`src/rtl/sdr_16_port_arb.sv`:
```
// sdr_16_port_arb
//   Round-robin arbiter that shares one 16-bit SDR SDRAM control FSM between
//   NPORTS egress FIFOs. It also runs the periodic refresh timer. Refresh and
//   port grants are mutually exclusive: a pending refresh blocks new grants
//   but never pre-empts a transaction that is already in flight.
//
// Ports
//   sdram_clk     : clock, everything on the rising edge
//   sdram_rst     : synchronous active-high reset
//   port_req      : per-port egress FIFO non-empty
//   state_idle    : FSM is in IDLE
//   cmd_aref      : FSM auto-refresh pulse, acknowledges refresh_req
//   fifo_rd_adr   : FSM address-fetch strobe
//   fifo_rd_data  : FSM data-fetch strobe
//   fifo_empty    : muxed empty flag of the granted port (1 when no grant)
//   refresh_req   : refresh request to the FSM
//   grant         : registered one-hot grant, egress read-mux select
//   port_rd_adr   : fifo_rd_adr routed to the granted port
//   port_rd_data  : fifo_rd_data routed to the granted port
//   ref_overrun   : sticky, refresh interval expired with refresh still pending

module sdr_16_port_arb #(
    parameter int NPORTS     = 4,
    parameter int REF_CYCLES = 390
) (
    input  logic              sdram_clk,
    input  logic              sdram_rst,
    input  logic [NPORTS-1:0] port_req,
    input  logic              state_idle,
    input  logic              cmd_aref,
    input  logic              fifo_rd_adr,
    input  logic              fifo_rd_data,
    output logic              fifo_empty,
    output logic              refresh_req,
    output logic [NPORTS-1:0] grant,
    output logic [NPORTS-1:0] port_rd_adr,
    output logic [NPORTS-1:0] port_rd_data,
    output logic              ref_overrun
);

    localparam int IDX_W = $clog2(NPORTS);
    localparam int CNT_W = $clog2(REF_CYCLES);

    localparam logic [CNT_W-1:0] CNT_LOAD = CNT_W'(REF_CYCLES - 1);
    localparam logic [CNT_W-1:0] CNT_ONE  = CNT_W'(1);
    localparam logic [IDX_W-1:0] LAST_RST = IDX_W'(NPORTS - 1);

    typedef enum logic [1:0] {
        ARB_IDLE,
        ARB_WAIT,
        ARB_BUSY,
        ARB_REF
    } arb_state_e;

    arb_state_e        state_q, state_d;
    logic [NPORTS-1:0] grant_q, grant_d;
    logic [IDX_W-1:0]  idx_q, idx_d;
    logic [IDX_W-1:0]  last_q, last_d;
    logic [CNT_W-1:0]  cnt_q, cnt_d;
    logic              ref_pend_q, ref_pend_d;
    logic              ref_overrun_q, ref_overrun_d;

    logic              expire;
    logic              win_found;
    logic [IDX_W-1:0]  win_idx;
    logic [IDX_W-1:0]  cand;

    // Refresh timer. Expiry beats a simultaneous cmd_aref so a refresh that
    // falls due in the acknowledge cycle is not lost.
    always_comb begin
        expire        = (cnt_q == '0);
        cnt_d         = expire ? CNT_LOAD : (cnt_q - CNT_ONE);
        ref_pend_d    = ref_pend_q;
        if (expire) begin
            ref_pend_d = 1'b1;
        end else if (cmd_aref) begin
            ref_pend_d = 1'b0;
        end
        ref_overrun_d = ref_overrun_q | (expire & ref_pend_q);
    end

    // Round-robin winner: first requester searching upward from last+1.
    always_comb begin
        win_found = 1'b0;
        win_idx   = last_q;
        cand      = last_q;
        for (int i = 1; i <= NPORTS; i++) begin
            cand = IDX_W'((int'(last_q) + i) % NPORTS);
            if (!win_found && port_req[cand]) begin
                win_found = 1'b1;
                win_idx   = cand;
            end
        end
    end

    // Arbiter next state. The IDLE refresh check includes this cycle's
    // expiry so a request arriving together with expiry is not granted.
    always_comb begin
        state_d = state_q;
        grant_d = grant_q;
        idx_d   = idx_q;
        last_d  = last_q;
        case (state_q)
            ARB_IDLE: begin
                if (ref_pend_q || expire) begin
                    state_d = ARB_REF;
                end else if (win_found && state_idle) begin
                    state_d          = ARB_WAIT;
                    grant_d          = '0;
                    grant_d[win_idx] = 1'b1;
                    idx_d            = win_idx;
                end
            end
            ARB_WAIT: begin
                if (!state_idle) begin
                    state_d = ARB_BUSY;
                end else if (!port_req[idx_q]) begin
                    // Withdrawn before the FSM started: last stays put so
                    // the same port keeps its turn.
                    state_d = ARB_IDLE;
                    grant_d = '0;
                end
            end
            ARB_BUSY: begin
                if (state_idle) begin
                    state_d = ARB_IDLE;
                    grant_d = '0;
                    last_d  = idx_q;
                end
            end
            ARB_REF: begin
                if (!ref_pend_q && state_idle) begin
                    state_d = ARB_IDLE;
                end
            end
            default: begin
                state_d = ARB_IDLE;
                grant_d = '0;
            end
        endcase
    end

    always_ff @(posedge sdram_clk) begin
        if (sdram_rst) begin
            state_q       <= ARB_IDLE;
            grant_q       <= '0;
            idx_q         <= '0;
            last_q        <= LAST_RST;
            cnt_q         <= CNT_LOAD;
            ref_pend_q    <= 1'b0;
            ref_overrun_q <= 1'b0;
        end else begin
            state_q       <= state_d;
            grant_q       <= grant_d;
            idx_q         <= idx_d;
            last_q        <= last_d;
            cnt_q         <= cnt_d;
            ref_pend_q    <= ref_pend_d;
            ref_overrun_q <= ref_overrun_d;
        end
    end

    // refresh_req drops as soon as ref_pend clears, i.e. the cycle after
    // cmd_aref, even though ARB_REF lingers until the FSM is idle again.
    assign refresh_req  = (state_q == ARB_REF) & ref_pend_q;
    assign grant        = grant_q;
    assign fifo_empty   = ~|(port_req & grant_q);
    assign port_rd_adr  = grant_q & {NPORTS{fifo_rd_adr}};
    assign port_rd_data = grant_q & {NPORTS{fifo_rd_data}};
    assign ref_overrun  = ref_overrun_q;

endmodule

```
`config.mk`:
```
export PLATFORM = sky130hd
export DESIGN_NAME = sdr_16_port_arb
export DESIGN_NICKNAME = d
export VERILOG_FILES = /design/src/rtl/sdr_16_port_arb.sv
export SDC_FILE = /design/constraint.sdc
export NUM_CORES = 1
export LEC_CHECK = 0
export ABC_AREA = 1
export CAP_MARGIN = 0
export CORE_MARGIN = 1
export CORE_UTILIZATION = 57
export CTS_CLUSTER_SIZE = 10
export DETAILED_ROUTE_END_ITERATION = 10
export GPL_ROUTABILITY_DRIVEN = 1
export PLACE_DENSITY = 0.84
export SYNTH_ARGS = -nofsm -noshare
export SYNTH_HDL_FRONTEND = slang
export SYNTH_SLANG_ARGS = --single-unit
```
`constraint.sdc`:
```
create_clock -name sdram_clk -period 2.8 [get_ports sdram_clk]
set_input_delay 0.56 -clock sdram_clk [delete_from_list [all_inputs] [get_ports sdram_clk]]
set_output_delay 0.56 -clock sdram_clk [all_outputs]
set_load 0.01 [all_outputs]
```
==> run summary, run 1 <==
latest clock arrival within the worst-skew pair = 0.30 ns
Routed WL per cell = 10.0 microns
Comb pwr share = 58.5%
die extent in x = 54.3 microns
post-synthesis simple-gate area fraction = 42.9%
status = finished clean
Synth Net Count = 266
PD cells = 715 mW/mm^2
Syn Inst Count = 248
Reg power frac = 30.5%
hpwl dp = 2440 microns
xor/xnor share of the synthesized area = 1.12%
sequential share of the synthesized area = 27.0%
dpl cell area = 0.00182 sq mm
CTS hold repair buffers = 0
Worst-path clk slew = 0.12 ns
# setup viols final = 0
number of library cell types mapped by synthesis = 26
RSZ-0062 raised after global routing = no
switch share = 46.3%
Final nets = 293
row cnt = 18
Max-slew headroom = 75.9%
CP Max Fanout = 4
fraction of registers with async set/reset = 0%
synthesized-area fraction occupied by adder cells = 6.42%
max-slew violation count = 0
synthesis-stage register bit count = 21
CP endpoint = fifo_empty
reg2reg start = last_q[0]
DR vias = 1545
kind of critical path = input port to output port
Root Driver = clkbuf_4
Global Route Usage Sum = 23.1%
Worst-Margin Slew = 0.361 ns
post-synth top area share = 27.0%
setup repair bufs after CTS = 0
core area = 0.00252 sq mm
antenna violations before repair = 0
post-synthesis compound-gate area fraction = 11.0%
Clk pwr share = 11.0%
Setup crit start = port_req[0]
crit path launch type = input port
critical path arrival = 2.01 ns
Antenna diodes = 0
initial core utilization = 61.8%
hold depth = 1
Setup TNS = 0 ns
number of flops mapped to enable cells by yosys = 0
DR pass1 iterations = 4
DRT iter0 DRCs = 40
Max Clock Skew = 0.00459 ns
top cells by count, synth = nand2_1, inv_1, nor2_1, dfxtp_1, nand3_1
Internal = 0.000710 W
via/cell ratio = 5.08
TritonCTS clock tree = done
final hold violations = 0
R2R setup slack = 0.96 ns
R2R cell count = 14
VDD IR-drop max = 0.530 mV
count leader, synth = nand2_1
register area = 420 sq um
Yosys warning count = 0
Final Cycle Share = 91.9%
main combinational cell family by area after synthesis = simple AND/OR/NAND/NOR gates
Total Wirelength = 3050 microns
achievable frequency = 389 MHz
Design Area, Final = 0.00185 sq mm
# DRC = 0
post_cts resized = 0
Post-DRT Antenna Nets = 0
Placer Congestion = 0.837
area delta synth->final = 18.6%
Mapped Avg Cell Area = 6.29 sq um
max-cap violation count = 0
Lkg Pwr = 0.958 nW
Clock Path Buffers = 2
r2r endpoint = grant[1]
Port-buffer cells = 24
Multi-input gate area = 958 sq um
Synth area leaders = dfxtp_1, nand2_1, inv_1, nor2_1, ha_1
vias in the first global route = 1227
first-pass GRT wire length = 5000 microns
Synth area leader = dfxtp_1
TritonCTS buffer count = 3
die height = 54.3 microns
Syn Std Cell Area = 0.00156 sq mm
Req. time, crit path = 2.24 ns
share of cells above drive strength 1 = 11.7%
post-synthesis mux area share = 0%
# clock sinks = 21
largest net degree at the start of global routing = 15
I/O pin count = 25
HP Class = flop to flop
endpoint type of the worst setup path = output port
Synth Flop Type = dfxtp_1
H-tree Lvls = 1
die area = 0.00295 sq mm
overflow left after global routing = 0
minimum clock period = 2.57 ns
FILL cells = 223
switching component of the power = 0.000613 W
## power by group through the flow
stage	combinational (W)	sequential, W	clock [W]
2_1_floorplan	0.000565	0.000409	0
3_3_place_gp	0.000753	0.000411	0
3_5_place_dp	0.000763	0.000412	0
4_1_cts	0.000771	0.000405	0.000146
5_1_grt	0.000880	0.000413	0.000165
6_report	0.000773	0.000404	0.000146
## critical path: stages
cell	delay [ns]
clkdlybuf4s50_1	0.45
inv_1	0.11
o21ai_0	0.08
a221oi_1	0.22
clkdlybuf4s50_1	0.59
## sequential cells by signal, indices dropped and copies added, names as in the netlist
name / cells
grant: 4
ref_overrun: 1
cnt_q: 9
last_q: 2
ref_pend_q: 1
idx_q: 2
state_q: 2
## final cells by class
| type | count | share of cell area [%] |
|---|---|---|
| clock inverters | 1 | 0.271 |
| inverters | 42 | 8.53 |
| flip-flops and latches | 21 | 22.7 |
| multi-input cells | 182 | 51.8 |
| repair buffers | 25 | 13.4 |
| clock buffers | 3 | 1.22 |
| well taps | 30 | 2.03 |
## metal layers
| metal | wire [microns] | GRT usage [%] | part of all wire (%) |
|---|---|---|---|
| met1 | 1480 | 30.5 | 48 |
| met2 | 1370 | 39.8 | 45 |
| met3 | 184 | 3.89 | 6.0 |
| met4 | 19 | 3.85 | 0.62 |
| met5 | 0 | 0 | 0 |
## placed cells by master, fill, tap and decap left out, drive strengths merged, types with 2 or more instances in the layout
master,netlist,routed
nand2,87,87
inv,42,42
nor2,31,31
clkdlybuf4s50,0,24
nand3,23,23
dfxtp,21,21
o21ai,13,13
a21oi,12,12
ha,8,8
clkbuf,1,3
o211ai,2,2
## worst min-delay path by stage
stage	from	to	slack (ns)
detailed placement	cnt_q[0]	cnt_q[0]	0.38
floorplan	cnt_q[0]	cnt_q[0]	0.37
global route	cnt_q[0]	cnt_q[0]	0.46
CTS	cnt_q[0]	cnt_q[0]	0.41
global placement	cnt_q[0]	cnt_q[0]	0.37
finish	cnt_q[0]	cnt_q[0]	0.41
## through the flow
step	hold WS, ns	utilization (%)	total power, W	instances	setup WS, ns
after global placement	0.375	72.2	0.00116	300	0.214
final	0.408	73.3	0.00132	304	0.227
after global routing	0.464	73.3	0.00146	304	0.120
after detailed placement	0.378	72.2	0.00118	300	0.227
after floorplan	0.366	-	0.000974	248	1.20
after CTS	0.407	73.3	0.00132	304	0.225
## cell families after synthesis
kind of cell,count (synthesis)
and+or+nand+nor,142
buffers and inverters,45
AOI/OAI and AO/OA,30
DFF,21
adders and majority gates,8
xor gates and xnor gates,2
No activity file was read; power rests on OpenSTA's default activity.
==> run 2: changes to the inputs <==
- SETUP_SLACK_MARGIN: unset -> 0.2
==> run summary, run 2 (same netlist as run 1, synthesis figures left out) <==
minimum clock period = 2.28 ns (-0.297 ns)
latest clock arrival within the worst-skew pair = 0.30 ns (about the same)
Max-slew headroom = 75.9% (about the same)
# DRC = 0 (unchanged)
Post-DRT Antenna Nets = 0 (unchanged)
Routed WL per cell = 10.0 microns (unchanged)
TritonCTS clock tree = done
Final Cycle Share = 81.3% (-11 points)
area delta synth->final = 18.8%
core area = 0.00252 sq mm (unchanged)
HP Class = flop to flop
die area = 0.00295 sq mm (unchanged)
Antenna diodes = 0 (unchanged)
Setup crit start = fifo_rd_data
DR pass1 iterations = 5 (+1)
crit path launch type = input port
max reg flops = 9 (unchanged)
H-tree Lvls = 1 (unchanged)
Clock Path Buffers = 2 (unchanged)
I/O pin count = 25 (unchanged)
PD cells = 713 mW/mm^2 (-0.30%)
Req. time, crit path = 2.24 ns (about the same)
Worst-Margin Slew = 0.361 ns (-0.0000150 ns)
share of cells above drive strength 1 = 11.7% (unchanged)
hold_sp = cnt_q[0]
crit-path cells = clkdlybuf4s50_1 -> nand2_1 -> inv_1 -> clkdlybuf4s50_1
max-cap violation count = 0 (unchanged)
achievable frequency = 439 MHz (+13%)
antenna violations before repair = 0 (unchanged)
DR vias = 1548 (+0.19%)
most common cell after layout, fill and taps aside = nand2_1
Largest Register = cnt_q
Global Route Usage Sum = 23.1% (unchanged)
# setup viols final = 0 (unchanged)
Final nets = 293 (unchanged)
setup repair bufs after CTS = 0 (unchanged)
Lkg Pwr = 0.959 nW (+0.13%)
Port-buffer cells = 24 (unchanged)
via/cell ratio = 5.09 (+0.19%)
die height = 54.3 microns (unchanged)
Total Wirelength = 3050 microns (unchanged)
critical path arrival = 1.72 ns (-0.29 ns)
overflow left after global routing = 0 (unchanged)
Hold WS = 0.408 ns (-0.00000200 ns)
final hold violations = 0 (unchanged)
endpoint type of the worst setup path = output port
Max Clock Skew = 0.00461 ns (+0.0000234 ns)
kind of critical path = input port to output port
DRT iter0 DRCs = 40 (unchanged)
max-slew violation count = 0 (unchanged)
Worst-path clk slew = 0.12 ns (about the same)
reg2reg start = last_q[0]
Final Power = 0.00132 W (-0.16%)
row cnt = 18 (unchanged)
first-pass GRT wire length = 5000 microns (unchanged)
TritonCTS buffer count = 3 (unchanged)
VDD IR-drop max = 0.530 mV (about the same)
status = finished clean
Crit-path slowest cell = clkdlybuf4s50_1
# clock sinks = 21 (unchanged)
CP Max Fanout = 4 (unchanged)
largest net degree at the start of global routing = 15 (unchanged)
hpwl dp = 2440 microns (unchanged)
initial core utilization = 61.8% (unchanged)
Root Driver = clkbuf_4
Setup TNS = 0 ns (unchanged)
top library cells by usage in the layout, fill and taps aside = nand2_1, inv_1, nor2_1
die extent in x = 54.3 microns (unchanged)
slowest stage delay, CP = 0.52 ns (-0.07 ns)
vias in the first global route = 1227 (unchanged)
most used cell, CP = clkdlybuf4s50_1
Placer Congestion = 0.837 (unchanged)
RSZ-0062 raised after global routing = no
## run 2: repair_timing
item	in CTS	in global routing
setup endpoints to repair	0	1
hold buffers	0	0
resized for setup	0	1
## run 2: worst paths after layout
check,depth (start not counted),slack (ns),end
worst min-delay path,1,0.41,cnt_q[0]
worst min register to register,1,0.41,cnt_q[0]
worst max register to register,14,0.96,grant[1]
worst max-delay path,4,0.52,port_rd_data[1]
## run 2: layout make-up
type | instances | area [sq um]
Clock inverter | 1 | 5.00
Clock buffer | 3 | 22.5
Multi-Input combinational cell | 182 | 958
Fill cell | 224 | 671
Tap cell | 30 | 37.5
Timing Repair Buffer | 25 | 250
Sequential cell | 21 | 420
Inverter | 42 | 158
## run 2: where the power goes
part           total, W  internal (W)  switching (W)
logic          0.000771      0.000303       0.000468
clock network  0.000145     0.0000532      0.0000923
registers      0.000404      0.000352      0.0000521
total           0.00132      0.000708       0.000613
## run 2: through the flow
stage	utilization (%)	instances	setup WS [ns]	instance area [sq um]
floorplan	-	248	1.20	1560
global placement	72.2	300	0.214	1820
detailed placement	72.2	300	0.227	1820
CTS	73.3	304	0.225	1850
global route	73.4	304	0.440	1850
finish	73.4	304	0.524	1850
## run 2: layer usage
layer / global-route usage [%] / share of wire [%] / up-vias
li1: - / - / 821
met1: 30.5 / 48 / 678
met2: 39.8 / 45 / 47
met3: 3.89 / 6.4 / 2
met4: 3.85 / 0.62 / 0
met5: 0 / 0 / -
## run 2: worst max-delay path, delay by kind of cell
family | cells | cell delay [ns]
buf+inv | 3 | 1.09
simple gates | 1 | 0.07
